File: src/rtl/clock_rate_ctrl_pkg.sv
// Shared constants and FSM encoding for the audio clock-rate controller.
package clock_rate_ctrl_pkg;
  localparam int unsigned CRC_W      = 32;
  localparam int unsigned DIV_CYCLES = CRC_W;

  typedef enum logic [1:0] {
    ST_IDLE   = 2'd0,
    ST_CHECK  = 2'd1,
    ST_DIVIDE = 2'd2,
    ST_APPLY  = 2'd3
  } state_t;
endpackage

File: src/rtl/clock_rate_ctrl_udiv_serial.sv
// Restoring unsigned divider, one quotient bit per cycle; done_o marks the last
// iteration, quotient_o is final from the following cycle until the next start_i.
module udiv_serial #(
  parameter int unsigned W = 32
) (
  input  logic         clock_in,
  input  logic         reset_n,
  input  logic         start_i,
  input  logic [W-1:0] dividend_i,
  input  logic [W:0]   divisor_i,
  output logic         done_o,
  output logic [W-1:0] quotient_o
);
  localparam int unsigned CW = (W > 1) ? $clog2(W) : 1;

  logic [W:0]    rem_q, rem_d;
  logic [W:0]    dvs_q, dvs_d;
  logic [W-1:0]  quo_q, quo_d;
  logic [CW-1:0] cnt_q, cnt_d;
  logic          run_q, run_d;
  logic [W+1:0]  trial;
  logic          fits;

  assign done_o     = run_q && (cnt_q == CW'(W - 1));
  assign quotient_o = quo_q;

  always_comb begin
    // Dividend bits shift out of the top of quo_q as quotient bits shift in.
    trial = {rem_q, quo_q[W-1]};
    fits  = (trial >= {1'b0, dvs_q});
    rem_d = rem_q;
    dvs_d = dvs_q;
    quo_d = quo_q;
    cnt_d = cnt_q;
    run_d = run_q;
    if (start_i) begin
      rem_d = '0;
      dvs_d = divisor_i;
      quo_d = dividend_i;
      cnt_d = '0;
      run_d = 1'b1;
    end else if (run_q) begin
      rem_d = fits ? (trial[W:0] - dvs_q) : trial[W:0];
      quo_d = {quo_q[W-2:0], fits};
      cnt_d = cnt_q + 1'b1;
      if (done_o) run_d = 1'b0;
    end
  end

  always_ff @(posedge clock_in) begin
    if (!reset_n) begin
      rem_q <= '0;
      dvs_q <= '0;
      quo_q <= '0;
      cnt_q <= '0;
      run_q <= 1'b0;
    end else begin
      rem_q <= rem_d;
      dvs_q <= dvs_d;
      quo_q <= quo_d;
      cnt_q <= cnt_d;
      run_q <= run_d;
    end
  end
endmodule

File: src/rtl/clock_rate_ctrl.sv
// Validates a rate-change request, divides in/(2*out) serially and loads lim-1
// into the clock divider at a half-period boundary; accepts requests only when idle.
module clock_rate_ctrl
  import clock_rate_ctrl_pkg::*;
#(
  parameter int unsigned W = CRC_W
) (
  input  logic         clock_in,
  input  logic         reset_n,
  input  logic         req_valid,
  output logic         req_ready,
  input  logic [W-1:0] req_in_freq,
  input  logic [W-1:0] req_out_freq,
  input  logic         div_wrap,
  output logic [W-1:0] lim,
  output logic         lim_load,
  output logic         div_enable,
  output logic         busy,
  output logic         err
);
  state_t       state_q, state_d;
  logic [W-1:0] in_q, in_d, out_q, out_d, lim_q, lim_d;
  logic         lim_load_q, lim_load_d, en_q, en_d, err_q, err_d;
  logic [W:0]   dbl;
  logic         reject, div_start, div_done;
  logic [W-1:0] quo;

  assign dbl    = {out_q, 1'b0};
  assign reject = (out_q == '0) || ({1'b0, in_q} < dbl);

  udiv_serial #(.W(W)) u_div (
    .clock_in   (clock_in),
    .reset_n    (reset_n),
    .start_i    (div_start),
    .dividend_i (in_q),
    .divisor_i  (dbl),
    .done_o     (div_done),
    .quotient_o (quo)
  );

  always_comb begin
    state_d    = state_q;
    in_d       = in_q;
    out_d      = out_q;
    lim_d      = lim_q;
    lim_load_d = 1'b0;
    en_d       = en_q;
    err_d      = 1'b0;
    div_start  = 1'b0;
    case (state_q)
      ST_IDLE: begin
        if (req_valid) begin
          in_d    = req_in_freq;
          out_d   = req_out_freq;
          state_d = ST_CHECK;
        end
      end
      ST_CHECK: begin
        if (reject) begin
          err_d   = 1'b1;
          state_d = ST_IDLE;
        end else begin
          div_start = 1'b1;
          state_d   = ST_DIVIDE;
        end
      end
      ST_DIVIDE: begin
        if (div_done) state_d = ST_APPLY;
      end
      ST_APPLY: begin
        // A stopped divider has no wrap to wait for, so the first load goes straight in.
        if (!en_q || div_wrap) begin
          lim_d      = quo - W'(1);
          lim_load_d = 1'b1;
          en_d       = 1'b1;
          state_d    = ST_IDLE;
        end
      end
      default: state_d = ST_IDLE;
    endcase
  end

  always_ff @(posedge clock_in) begin
    if (!reset_n) begin
      state_q    <= ST_IDLE;
      in_q       <= '0;
      out_q      <= '0;
      lim_q      <= '0;
      lim_load_q <= 1'b0;
      en_q       <= 1'b0;
      err_q      <= 1'b0;
    end else begin
      state_q    <= state_d;
      in_q       <= in_d;
      out_q      <= out_d;
      lim_q      <= lim_d;
      lim_load_q <= lim_load_d;
      en_q       <= en_d;
      err_q      <= err_d;
    end
  end

  assign req_ready  = reset_n && (state_q == ST_IDLE);
  assign busy       = (state_q != ST_IDLE);
  assign lim        = lim_q;
  assign lim_load   = lim_load_q;
  assign div_enable = en_q;
  assign err        = err_q;
endmodule

File: config.mk
export PLATFORM = sky130hd
export DESIGN_NAME = clock_rate_ctrl
export DESIGN_NICKNAME = d
export VERILOG_FILES = /design/src/rtl/clock_rate_ctrl_pkg.sv /design/src/rtl/clock_rate_ctrl_udiv_serial.sv /design/src/rtl/clock_rate_ctrl.sv
export SDC_FILE = /design/constraint.sdc
export NUM_CORES = 1
export LEC_CHECK = 0
export ABC_AREA = 1
export CAP_MARGIN = 10
export CORE_ASPECT_RATIO = 0.75
export CORE_MARGIN = 4
export CORE_UTILIZATION = 45
export DETAILED_ROUTE_END_ITERATION = 8
export SYNTH_ARGS = -nofsm -noshare
export SYNTH_HDL_FRONTEND = slang
export SYNTH_HIERARCHICAL = 1
export SYNTH_SLANG_ARGS = --single-unit
File: constraint.sdc
create_clock -name clock_in -period 4.98 [get_ports clock_in]
set_clock_uncertainty 0.1 [all_clocks]
set_input_delay 0.498 -clock clock_in [delete_from_list [all_inputs] [get_ports clock_in]]
set_output_delay 0.498 -clock clock_in [all_outputs]
set_load 0.02 [all_outputs]
### After elaboration in Yosys (flattened, before gate mapping)

Index checks and enable logic that the tools add are counted.

* add/subtract/negate cells: 3
* $lt $le $gt $ge: 2
* eq/ne operators: 7
* muxes and demuxes: 15
* bitwise operators: 1
* reduce and logical (&&, ||, !) cells: 15

Operator list (count)
* two-way mux 32 bit: 2
* greater-or-equal comparator 34 x 33 -> 1 bit: 1
* < comparator 32 x 33 -> 1 bit: 1
* two-way mux 33 bit: 1
* subtractor 33 bit: 1
* zero test 32 bit: 1
* subtractor 32 x 1 -> 32 bit, second input constant: 1
* two-way mux 2 bit: 4
* case mux 2 bit (4 select lines): 1
* AND reduction 2 bit: 4
* two-way mux 1 bit: 7
* != test 2 bit, second input constant: 3
* adder 5 x 1 -> 5 bit, second input constant: 1
* == test 5 bit, second input constant: 1
* == test 2 bit, second input constant: 2
* nonzero test 2 bit: 2
* AND reduction 3 bit: 1
* == test 2 x 1 -> 1 bit, second input constant: 1
* logical AND 1 bit: 2
* zero test 2 bit: 1
* logical OR 1 bit: 2
* OR reduction 2 bit: 1
* zero test 1 bit: 1
* inverter 1 bit: 1

* flip-flop bits (word level): 204
* output and inout bits: 37
* logic and storage cells: 55

### Depth between registers and ports, before layout

Gate-level depths: netlist of run 1.

* word-level depth: 5
* gate-level depth with buffers: 21
* depth with buffers taken out: 19

### Cells and area by module

Netlist of run 1, hierarchy kept.

By module, submodules not included
* udiv_serial: times used 1, cells an instance 1121, area each 7076.8 um2
* clock_rate_ctrl: times used 1, cells an instance 708, area each 5183.7 um2

### Worst setup path before layout of run 1

Ideal clock, no wire load.

* path type: register to register
* start: register out_q[30]
* end: register u_div.quo_q[22] (netlist: u_div/quotient_o[22])
* setup time: 0.065 ns
* data arrival time: 2.404 ns
* setup slack: 2.411 ns
* stages on the path, launching flop included: 19
* buffers on the path: 3
* period minus slack after synthesis: 2.569 ns
* path through: dfxtp_1 inv_1 ha_1 inv_1 nor2_1 nand3_1 nor3_1 and3_1 nand2_1 nand2_1 nand3_1 inv_1 buf_2 nor2_1 inv_1 clkbuf_1 buf_1 nor2_1 nor2_1

* longest elaborated chain between the ends: 5
* elaborated cells on any way between the ends: 7

Ends and longest elaborated chain
* start, declared: line clock_rate_ctrl.sv:22 `logic [W-1:0] in_q, in_d, out_q, out_d, lim_q, lim_d;`
* start signal, assigned: line clock_rate_ctrl.sv:95 `out_q <= out_d;`
* < comparator 32 x 33 -> 1 bit or zero test 32 bit (tied branches): line clock_rate_ctrl.sv:29 `assign reject = (out_q == '0) || ({1'b0, in_q} < dbl);`
* logical OR 1 bit *: line clock_rate_ctrl.sv:29
* two-way mux 1 bit *: line clock_rate_ctrl.sv:59 `if (reject) begin`
* two-way mux 1 bit *: line clock_rate_ctrl.sv:50 `case (state_q)`
* via div_start: line clock_rate_ctrl.sv:25 `logic reject, div_start, div_done;`
* two-way mux 32 bit or nonzero test 2 bit (tied branches)
* end signal, assigned: line clock_rate_ctrl_udiv_serial.sv:60 `quo_q <= quo_d;`
* end, declared: line clock_rate_ctrl_udiv_serial.sv:18 `logic [W-1:0] quo_q, quo_d;`

The timed path passes the listed nets; every way through them passes the cells marked *.
A chain may end at the register's enable or synchronous reset.

### Worst setup path after layout of run 1

* start: register out_q[5]
* end: register u_div.quo_q[27] (netlist: u_div/quotient_o[27])

Same word-level chain as after synthesis.

==> impl_results.md, run 1 <==
- Status: complete, no violations
- Routed WL per cell: 16.2 µm
- Largest cells by area after synthesis: dfxtp_1 (33%), nand2_1 (12%), inv_1 (8.0%)
- CP Max Fanout: 27
- CTS Hold Bufs: 0
- Overflow left after global routing: 0
- Drt pass-1 iters: 7
- Placeable Area: 0.0269 mm²
- Post CTS Setup Buffer Count: 0
- Yosys top cell area share: 0.335
- Clk slew on worst S/H paths: 0.06 ns
- Predominant post-synthesis flop cell: dfxtp_1
- Gpl congestion: 0.923
- Final #Nets: 2,035
- Worst EP arrival: 4.09 ns
- Die area: 0.0300 mm²
- Most common cell after layout, fill and taps aside: nand2_1
- Fin. Hold Viols: 0
- GR peak layer: met1
- Met2 GRT Util: 0.341
- Resize count post-CTS: 0
- Worst-case reg-to-reg path depth: 17
- 1st-iter DRT viols: 947
- Number of diodes: 0
- Startpoint Class: flop
- Via Count: 11,700
- F_max: 0.268 GHz
- Grt met3 use: 0.0416
- Clk root buf: clkbuf_16
- CTS Sinks: 205
- Register area: 0.00410 mm²
- Worst-Margin Slew: 0.947 ns
- RSZ-0062 raised after global routing: no
- Worst Path Required: 5.34 ns
- Initial antenna violation count: 0
- Inserted Clock Buffers: 23
- Worst Hold Path Cells: 2
- Worst r2r src: out_q[5]$_SDFFE_PN0P_
- # DRC: 0
- Post-synthesis sequential area ratio: 0.335
- #FFs+latches synth: 205
- Slowest stage delay, CP: 0.82 ns
- Slew HR: 0.368
- Tot GR Track Use: 0.244
- Die Wd: 199 µm
- Via density: 5.18
- Critical path startpoint: out_q[5]$_SDFFE_PN0P_
- Largest net degree at the start of global routing: 94
- Port Buffer Count: 104
- M1 GR Usage: 0.396
- Final Critical Period: 3.73 ns
- Rows: 52
- Netlist cell types: 52
- Antenna-violating nets left: 0
- Fillers: 2,728
- H-tree levels: 1
- Final WS setup: 1.25 ns
- Cell taking the most area after synthesis: dfxtp_1
- Average size of a mapped cell: 6.70 µm²
- R2R setup slack: 1.25 ns
- Max Transition Viols Final: 0
- Area Growth Syn to Fin: 16.2%
- Max Root-Sink Buffers: 3
- Capturing point of the worst reg2reg path: u_div/quotient_o[27]$_SDFFE_PN0P_
- Initial Utilization: 0.455
- Post-synthesis async set-or-reset flop share: 0
- Crit path top cell by count: nand2_1
- Most frequent cells in the layout: nand2_1 (394), inv_1 (259), nor2_1 (224), dfxtp_1 (205), a21oi_1 (139)
- I/O Pins: 105
- Post-place setup slack: 1.37 ns
- WL final: 36,800 µm
- Multi-input logic area: 0.00674 mm²
- Worst-path cell chain: inv_1, ha_1, a21oi_1, nor2_1, nor3_1, nand2_1, nand2_1, nand2_1, nand2_1, nand2_1, nand3_1, inv_1, nor2_1, clkinv_1, o221ai_1, nand2_1, inv_1
- Die Y: 151 µm
- Syn_nets: 1,964
- Post-Syn Instances: 1,829
- Synth Cell Area: 0.0123 mm²
- Vias in the first global route: 10,600
- Period utilization: 0.748
- Clock latency on the worst-skew pair: 0.52 ns
- CTS tree: yes
- First-pass GRT wire length: 59,000 µm
- Slowest-stage cell, CP: clkinv_1
- Endpoints failing setup: 0
- CP Capture Point: u_div/quotient_o[27]$_SDFFE_PN0P_
- Setup TNS Final: 0 ns
- Layout cells sized above 1: 0.0678
- Hold WC Path Type: reg -> reg
- Max-cap viol count: 0
- Crit Path Category: reg -> reg
- CP endpoint kind: flop
- Post-DP HPWL: 27,600 µm
- Synth warn: 6
- Post-synth EDFFs: 0
-- area by class of cell --
| class | count | area share |
|---|---|---|
| flip-flops and latches | 205 | 0.288 |
| inverters | 283 | 0.0746 |
| repair buffers | 118 | 0.0803 |
| clock buffers | 28 | 0.0438 |
| clock inverters | 13 | 0.00940 |
| multi-input cells | 1269 | 0.473 |
| well taps | 351 | 0.0308 |
-- metal layers --
layer | up-vias | routed length [µm]
li1 | 6021 | -
met1 | 5367 | 19800
met2 | 317 | 14200
met3 | 37 | 2530
met4 | 0 | 347
met5 | - | 0
-- critical path, delay by kind of cell (launching register included) --
kind / cells / cell delay (ns)
DFF: 1 / 0.33
adders and majority gates: 1 / 0.28
AOI/OAI and AO/OA: 2 / 0.62
and+or+nand+nor: 10 / 1.20
buffers and inverters: 4 / 1.14
-- stage by stage --
step                hold WS (ns)  instance area (µm²)  utilization  instances
CTS                        0.366                14200        0.529       2267
global placement           0.349                13500        0.501       2226
floorplan                  0.337                12300            -       1829
detailed placement         0.357                13500        0.501       2226
global route               0.393                14200        0.529       2267
finish                     0.364                14200        0.529       2267
-- Yosys cell counts (all sizes together) (7+ instances only) --
library cell and count:
a21oi 145, a31oi 10, buf 30, clkbuf 42, dfxtp 205, ha 66, inv 277, nand2 407
nand3 93, nand3b 28, nand4 21, nor2 243, nor3 19, o21ai 144, o21bai 7, o221ai 28
xnor2 15, xor2 11
-- cells by family after synthesis --
logic type               Yosys count  synth area share
XOR/XNOR                          26            0.0186
other                              1          0.000306
AND/OR/NAND/NOR                  828             0.305
buffers and inverters            355             0.116
adder cells (fa/ha/maj)           67            0.0690
AO/OA/AOI/OAI                    347             0.157
flip-flops                       205             0.335
-- flip-flops by register name, indices dropped and copies added, names as in the netlist, named ones only --
signal,flops
state_q,1
u_div/run_q,1
u_div/quotient_o,32
lim_load,1
div_enable,1
u_div/rem_q,33
lim,32
in_q,32
u_div/dvs_q,33
err,1
u_div/cnt_q,5
out_q,32
-- worst min-delay path by stage --
stage | start | endpoint | slack (ns)
after CTS | u_div/dvs_q[23]$_SDFFE_PN0P_ | u_div/dvs_q[23]$_SDFFE_PN0P_ | 0.37
after global routing | u_div/dvs_q[16]$_SDFFE_PN0P_ | u_div/dvs_q[16]$_SDFFE_PN0P_ | 0.39
after detailed placement | u_div/dvs_q[23]$_SDFFE_PN0P_ | u_div/dvs_q[23]$_SDFFE_PN0P_ | 0.36
after global placement | u_div/cnt_q[4]$_SDFFE_PP0P_ | u_div/cnt_q[4]$_SDFFE_PP0P_ | 0.35
final | u_div/dvs_q[23]$_SDFFE_PN0P_ | u_div/dvs_q[23]$_SDFFE_PN0P_ | 0.36
after floorplan | u_div/dvs_q[10]$_SDFFE_PN0P_ | u_div/dvs_q[10]$_SDFFE_PN0P_ | 0.34
Power of run 1 is not shown: default switching activity piles up to over one toggle a cycle in this logic, so the estimate is an artifact.
==> run 2, diff against run 1 <==
clock period = 3.55 ns   (was 4.98 ns; I/O delays follow)
==> run 2 against run 1 <==
Effect of this change:
- sequential cell count is the same
- die area is the same
- critical endpoint unchanged
- utilization grew 0.28 points
- critical path type unchanged
- highest routed layer unchanged
- first-iteration DRC count grew 6.8%
- worst setup slack lost 0.74 ns
- maximum frequency grew 23%
- worst hold slack lost 0.19 ns
- register-to-register slack lost 0.74 ns
- largest cell class unchanged
==> impl_results.md, run 2 (synthesis gave the netlist of run 1 again) <==
- Crit path top cell by count: nand2_1
- Fillers: 2,772 (+1.6%)
- CP top delay family: buffers and inverters
- Worst EP arrival: 3.35 ns (-0.74 ns)
- Number of diodes: 0 (unchanged)
- Buffers & Inverters on Critical Path: 7 (+3)
- Capturing point of the worst reg2reg path: u_div/quotient_o[27]$_SDFFE_PN0P_
- Initial antenna violation count: 0 (unchanged)
- Tot GR Track Use: 0.245 (+0.00111)
- Final #Nets: 2,042 (+0.34%)
- Slew HR: 0.420 (+0.0519)
- CTS Sinks: 205 (unchanged)
- Die Wd: 199 µm (unchanged)
- Hold WC Path Type: in -> reg
- I/O Pins: 105 (unchanged)
- Port Buffer Count: 104 (unchanged)
- Via density: 5.20 (+0.32%)
- Die area: 0.0300 mm² (unchanged)
- Slowest stage delay, CP: 0.42 ns (-0.40 ns)
- Worst-case reg-to-reg path depth: 19 (+2)
- First-pass GRT wire length: 59,200 µm (+0.30%)
- Startpoint Class: flop
- Most frequent cells in the layout: nand2_1 (394), inv_1 (259), nor2_1 (224), dfxtp_1 (205), a21oi_1 (139)
- Rows: 52 (unchanged)
- F_max: 0.329 GHz (+23%)
- Clk root buf: clkbuf_16
- Post-DP HPWL: 28,100 µm (+1.7%)
- Top Registers: u_div/dvs_q x33, u_div/rem_q x33
- Routed WL per cell: 16.3 µm (+0.65%)
- Worst Path Required: 3.87 ns (-1.47 ns)
- H-tree levels: 1 (unchanged)
- Die Y: 151 µm (unchanged)
- Crit Path Category: reg -> reg
- Max Transition Viols Final: 0 (unchanged)
- Overflow left after global routing: 0 (unchanged)
- Setup TNS Final: 0 ns (unchanged)
- Max-cap viol count: 0 (unchanged)
- CTS Hold Bufs: 0 (unchanged)
- CP Max Fanout: 27 (unchanged)
- Fin. Hold Viols: 0 (unchanged)
- WL final: 37,100 µm (+0.87%)
- CTS tree: yes
- Worst r2r src: out_q[14]$_SDFFE_PN0P_
- Endpoints failing setup: 0 (unchanged)
- Period utilization: 0.855 (+0.107)
- Placeable Area: 0.0269 mm² (unchanged)
- Vias in the first global route: 10,800 (+1.8%)
- Crit path depth: 19 (+2)
- Clock latency on the worst-skew pair: 0.51 ns (about the same)
- Via Count: 11,800 (+0.54%)
- RSZ-0062 raised after global routing: no
- Area Growth Syn to Fin: 16.8%
- Gpl congestion: 0.960 (+4.0%)
- Initial Utilization: 0.455 (unchanged)
- # DRC: 0 (unchanged)
- Status: complete, no violations
- Worst-Margin Slew: 0.869 ns (-0.0781 ns)
- Max Root-Sink Buffers: 3 (unchanged)
- Worst-path cell chain: inv_1, ha_1, nand2_1, inv_1, nand3_1, nor3_1, nand2_1, nand2_1, nand2_1, nand2_1, nand3_1, inv_1, nor2_1, buf_4, clkinv_1, buf_4, o221ai_1, nand2_1, inv_1
- Inserted Clock Buffers: 23 (unchanged)
- Largest net degree at the start of global routing: 114 (+21%)
- CP endpoint kind: flop
- Antenna-violating nets left: 0 (unchanged)
- 1st-iter DRT viols: 1,011 (+6.8%)
- Post CTS Setup Buffer Count: 0 (unchanged)
- Clk slew on worst S/H paths: 0.06 ns (about the same)
- CP Capture Point: u_div/quotient_o[27]$_SDFFE_PN0P_
- Critical path startpoint: out_q[14]$_SDFFE_PN0P_
- Layout cells sized above 1: 0.0687 (+0.000865)
- R2R setup slack: 0.51 ns (-0.74 ns)
- Most common cell after layout, fill and taps aside: nand2_1
- Util after Layout: 0.532 (+0.00283)
- Drt pass-1 iters: 5 (-2)
- Final Critical Period: 3.04 ns (-0.691 ns)
- Slowest-stage cell, CP: dfxtp_1
- Resize count post-CTS: 0 (unchanged)
[run 2: worst min-delay path, stage by stage]
cell	delay, ns
buf_4	0.23
nand2_1	0.12
inv_1	0.03
[run 2: how the worst min path moves through the flow]
| stage | to | cells past startpoint | slack (ns) | start |
|---|---|---|---|---|
| 6_report | u_div/quotient_o[30]$_SDFFE_PN0P_ | 3 | 0.17 | reset_n |
| 5_1_grt | u_div/quotient_o[27]$_SDFFE_PN0P_ | 3 | 0.19 | reset_n |
| 4_1_cts | u_div/quotient_o[30]$_SDFFE_PN0P_ | 3 | 0.16 | reset_n |
| 3_5_place_dp | u_div/dvs_q[25]$_SDFFE_PN0P_ | 2 | 0.36 | u_div/dvs_q[25]$_SDFFE_PN0P_ |
| 3_3_place_gp | u_div/cnt_q[4]$_SDFFE_PP0P_ | 2 | 0.36 | u_div/cnt_q[4]$_SDFFE_PP0P_ |
| 2_1_floorplan | u_div/dvs_q[10]$_SDFFE_PN0P_ | 2 | 0.34 | u_div/dvs_q[10]$_SDFFE_PN0P_ |
[run 2: metal layers]
layer | wire length (µm) | track usage | part of all wire | vias up
li1 | - | - | - | 6054
met1 | 19300 | 0.391 | 0.52 | 5379
met2 | 14400 | 0.345 | 0.39 | 336
met3 | 2730 | 0.0391 | 0.074 | 36
met4 | 649 | 0.0455 | 0.017 | 0
met5 | 0 | 0 | 0 | -
[run 2: final cells by class]
type / count / area, µm² / share of cell area
clock buffer: 32 / 649 / 0.0453
clock inverter: 7 / 95.1 / 0.00664
inverter: 283 / 1060 / 0.0742
multi-input combinational: 1269 / 6740 / 0.471
sequential: 205 / 4100 / 0.287
tap: 351 / 439 / 0.0307
timing repair buffer: 125 / 1230 / 0.0861
[run 2: stage by stage]
step | cell area [µm²] | hold slack (ns) | std cells | worst slack, ns
after global placement | 13600 | 0.355 | 2233 | 0.596
after global routing | 14300 | 0.193 | 2272 | 0.218
final | 14300 | 0.170 | 2272 | 0.515
after floorplan | 12300 | 0.337 | 1829 | 0.981
after detailed placement | 13600 | 0.361 | 2233 | 0.581
after CTS | 14300 | 0.158 | 2272 | 0.568
Power of run 2 is left out for the same reason.
==> run 3, diff against run 2 <==
PLACE_DENSITY = 0.67   (was not set)
==> run 3 against run 2 <==
Effect of this change:
- worst setup slack improved by 0.053 ns
- count of clock-buffer cells in the layout is 3 lower
- routed wire length fell by 2.0%
- die area did not move
- register-to-register slack better by 0.05 ns
- design area rose by 0.53%
- first-iteration DRC count shrank 7.7%
- critical path depth fell by 1
==> impl_results.md, run 3 (synthesis gave the netlist of run 1 again) <==
- Routed WL per cell: 16.0 µm (-2.1%)
- RSZ-0062 raised after global routing: no
- Initial Utilization: 0.455 (unchanged)
- CP Max Fanout: 27 (unchanged)
- Inserted Clock Buffers: 23 (unchanged)
- CTS Sinks: 205 (unchanged)
- Clk slew on worst S/H paths: 0.06 ns (about the same)
- Max-cap viol count: 0 (unchanged)
- Status: complete, no violations
- Clk root buf: clkbuf_16
- Worst Path Required: 3.86 ns (about the same)
- Crit Path Category: reg -> reg
- Slew HR: 0.608 (+0.188)
- Util after Layout: 0.535 (+0.00283)
- Die Wd: 199 µm (unchanged)
- Via Count: 11,800 (+0.19%)
- F_max: 0.335 GHz (+1.8%)
- Gpl congestion: 0.957 (-0.23%)
- Via density: 5.20 (+0.11%)
- Max Root-Sink Buffers: 3 (unchanged)
- Overflow left after global routing: 0 (unchanged)
- # DRC: 0 (unchanged)
- Antenna-violating nets left: 0 (unchanged)
- Multi-input logic area: 0.00674 mm² (unchanged)
- H-tree levels: 1 (unchanged)
- CTS tree: yes
- Worst-Margin Slew: 0.589 ns (-0.280 ns)
- CTS Hold Bufs: 0 (unchanged)
- I/O Pins: 105 (unchanged)
- Tot GR Track Use: 0.238 (-0.00660)
- Resize count post-CTS: 0 (unchanged)
- Initial antenna violation count: 0 (unchanged)
- Slowest-stage cell, CP: dfxtp_1
- 1st-iter DRT viols: 933 (-7.7%)
- Fillers: 2,685 (-3.1%)
- Most frequent cells in the layout: nand2_1 (394), inv_1 (259), nor2_1 (224), dfxtp_1 (205), a21oi_1 (139)
- Slowest stage delay, CP: 0.32 ns (-0.10 ns)
- Worst-path cell chain: inv_1, ha_1, inv_1, nor2_1, nand3_1, nor3_1, and3_1, nand2_1, nand2_1, nand3_1, inv_1, nor2_1, buf_4, clkinv_1, buf_4, o221ai_1, nand2_1, inv_1
- Hold WC Path Type: in -> reg
- Drt pass-1 iters: 5 (unchanged)
- Final Critical Period: 2.98 ns (-0.0532 ns)
- Number of diodes: 0 (unchanged)
- Rows: 52 (unchanged)
- Post CTS Setup Buffer Count: 0 (unchanged)
- Fin. Hold Viols: 0 (unchanged)
- Crit path top cell by count: inv_1
- WL final: 36,400 µm (-2.0%)
- Layout cells sized above 1: 0.0707 (+0.00201)
- Endpoints failing setup: 0 (unchanged)
- Final #Nets: 2,043 (+0.049%)
- First-pass GRT wire length: 57,800 µm (-2.3%)
- Startpoint Class: flop
- Most common cell after layout, fill and taps aside: nand2_1
- Period utilization: 0.840 (-0.0150)
- CP endpoint kind: flop
- Worst EP arrival: 3.30 ns (-0.05 ns)
- Register area: 0.00410 mm² (unchanged)
- Port Buffer Count: 104 (unchanged)
- Vias in the first global route: 10,700 (-0.93%)
- Area Growth Syn to Fin: 17.4%
- Placeable Area: 0.0269 mm² (unchanged)
- Largest net degree at the start of global routing: 152 (+33%)
- Post-DP HPWL: 27,600 µm (-1.7%)
- Max Transition Viols Final: 0 (unchanged)
- Setup TNS Final: 0 ns (unchanged)
- Die area: 0.0300 mm² (unchanged)
- Clock latency on the worst-skew pair: 0.52 ns (about the same)
- Top Registers: u_div/dvs_q x33, u_div/rem_q x33
- Die Y: 151 µm (unchanged)
run 3: worst paths after layout:
path,startpoint,to,slack (ns),depth (start not counted)
min,reset_n,u_div/quotient_o[0]$_SDFFE_PN0P_,0.09,3
max reg2reg,out_q[30]$_SDFFE_PN0P_,u_div/quotient_o[28]$_SDFFE_PN0P_,0.57,18
min reg2reg,u_div/dvs_q[20]$_SDFFE_PN0P_,u_div/dvs_q[20]$_SDFFE_PN0P_,0.37,2
max,out_q[30]$_SDFFE_PN0P_,u_div/quotient_o[28]$_SDFFE_PN0P_,0.57,18
run 3: worst max-delay path: cells and delay by family, from the launching register on:
kind	cells	cell delay (ns)
fa+ha+maj	1	0.29
flops	1	0.32
compound gates	1	0.17
buf+inv	7	0.93
simple gates	9	1.07
run 3: final cells by class:
cell class,count,share of cell area
multi-input cells,1269,0.468
flip-flops and latches,205,0.285
clock buffers,29,0.0436
repair buffers,126,0.0853
inverters,283,0.0738
clock inverters,11,0.0137
well taps,351,0.0305
run 3: stage by stage:
step	cell area (µm²)	std cells	hold slack [ns]	setup WS, ns
detailed placement	13600	2234	0.367	0.635
global placement	13600	2234	0.354	0.711
global route	14400	2274	0.0959	0.242
CTS	14400	2274	0.0770	0.625
floorplan	12300	1829	0.337	0.981
finish	14400	2274	0.0891	0.568
run 3: per-layer routing:
layer  share of wire  wire, µm  global-route usage  vias to the layer above
met5               0         0                   0                        -
met4           0.017       620              0.0427                        0
met3           0.071      2590              0.0336                       47
met2            0.40     14500               0.346                      363
met1            0.51     18600               0.375                     5365
li1                -         -                   -                     6053
Power of run 3 is left out for the same reason.
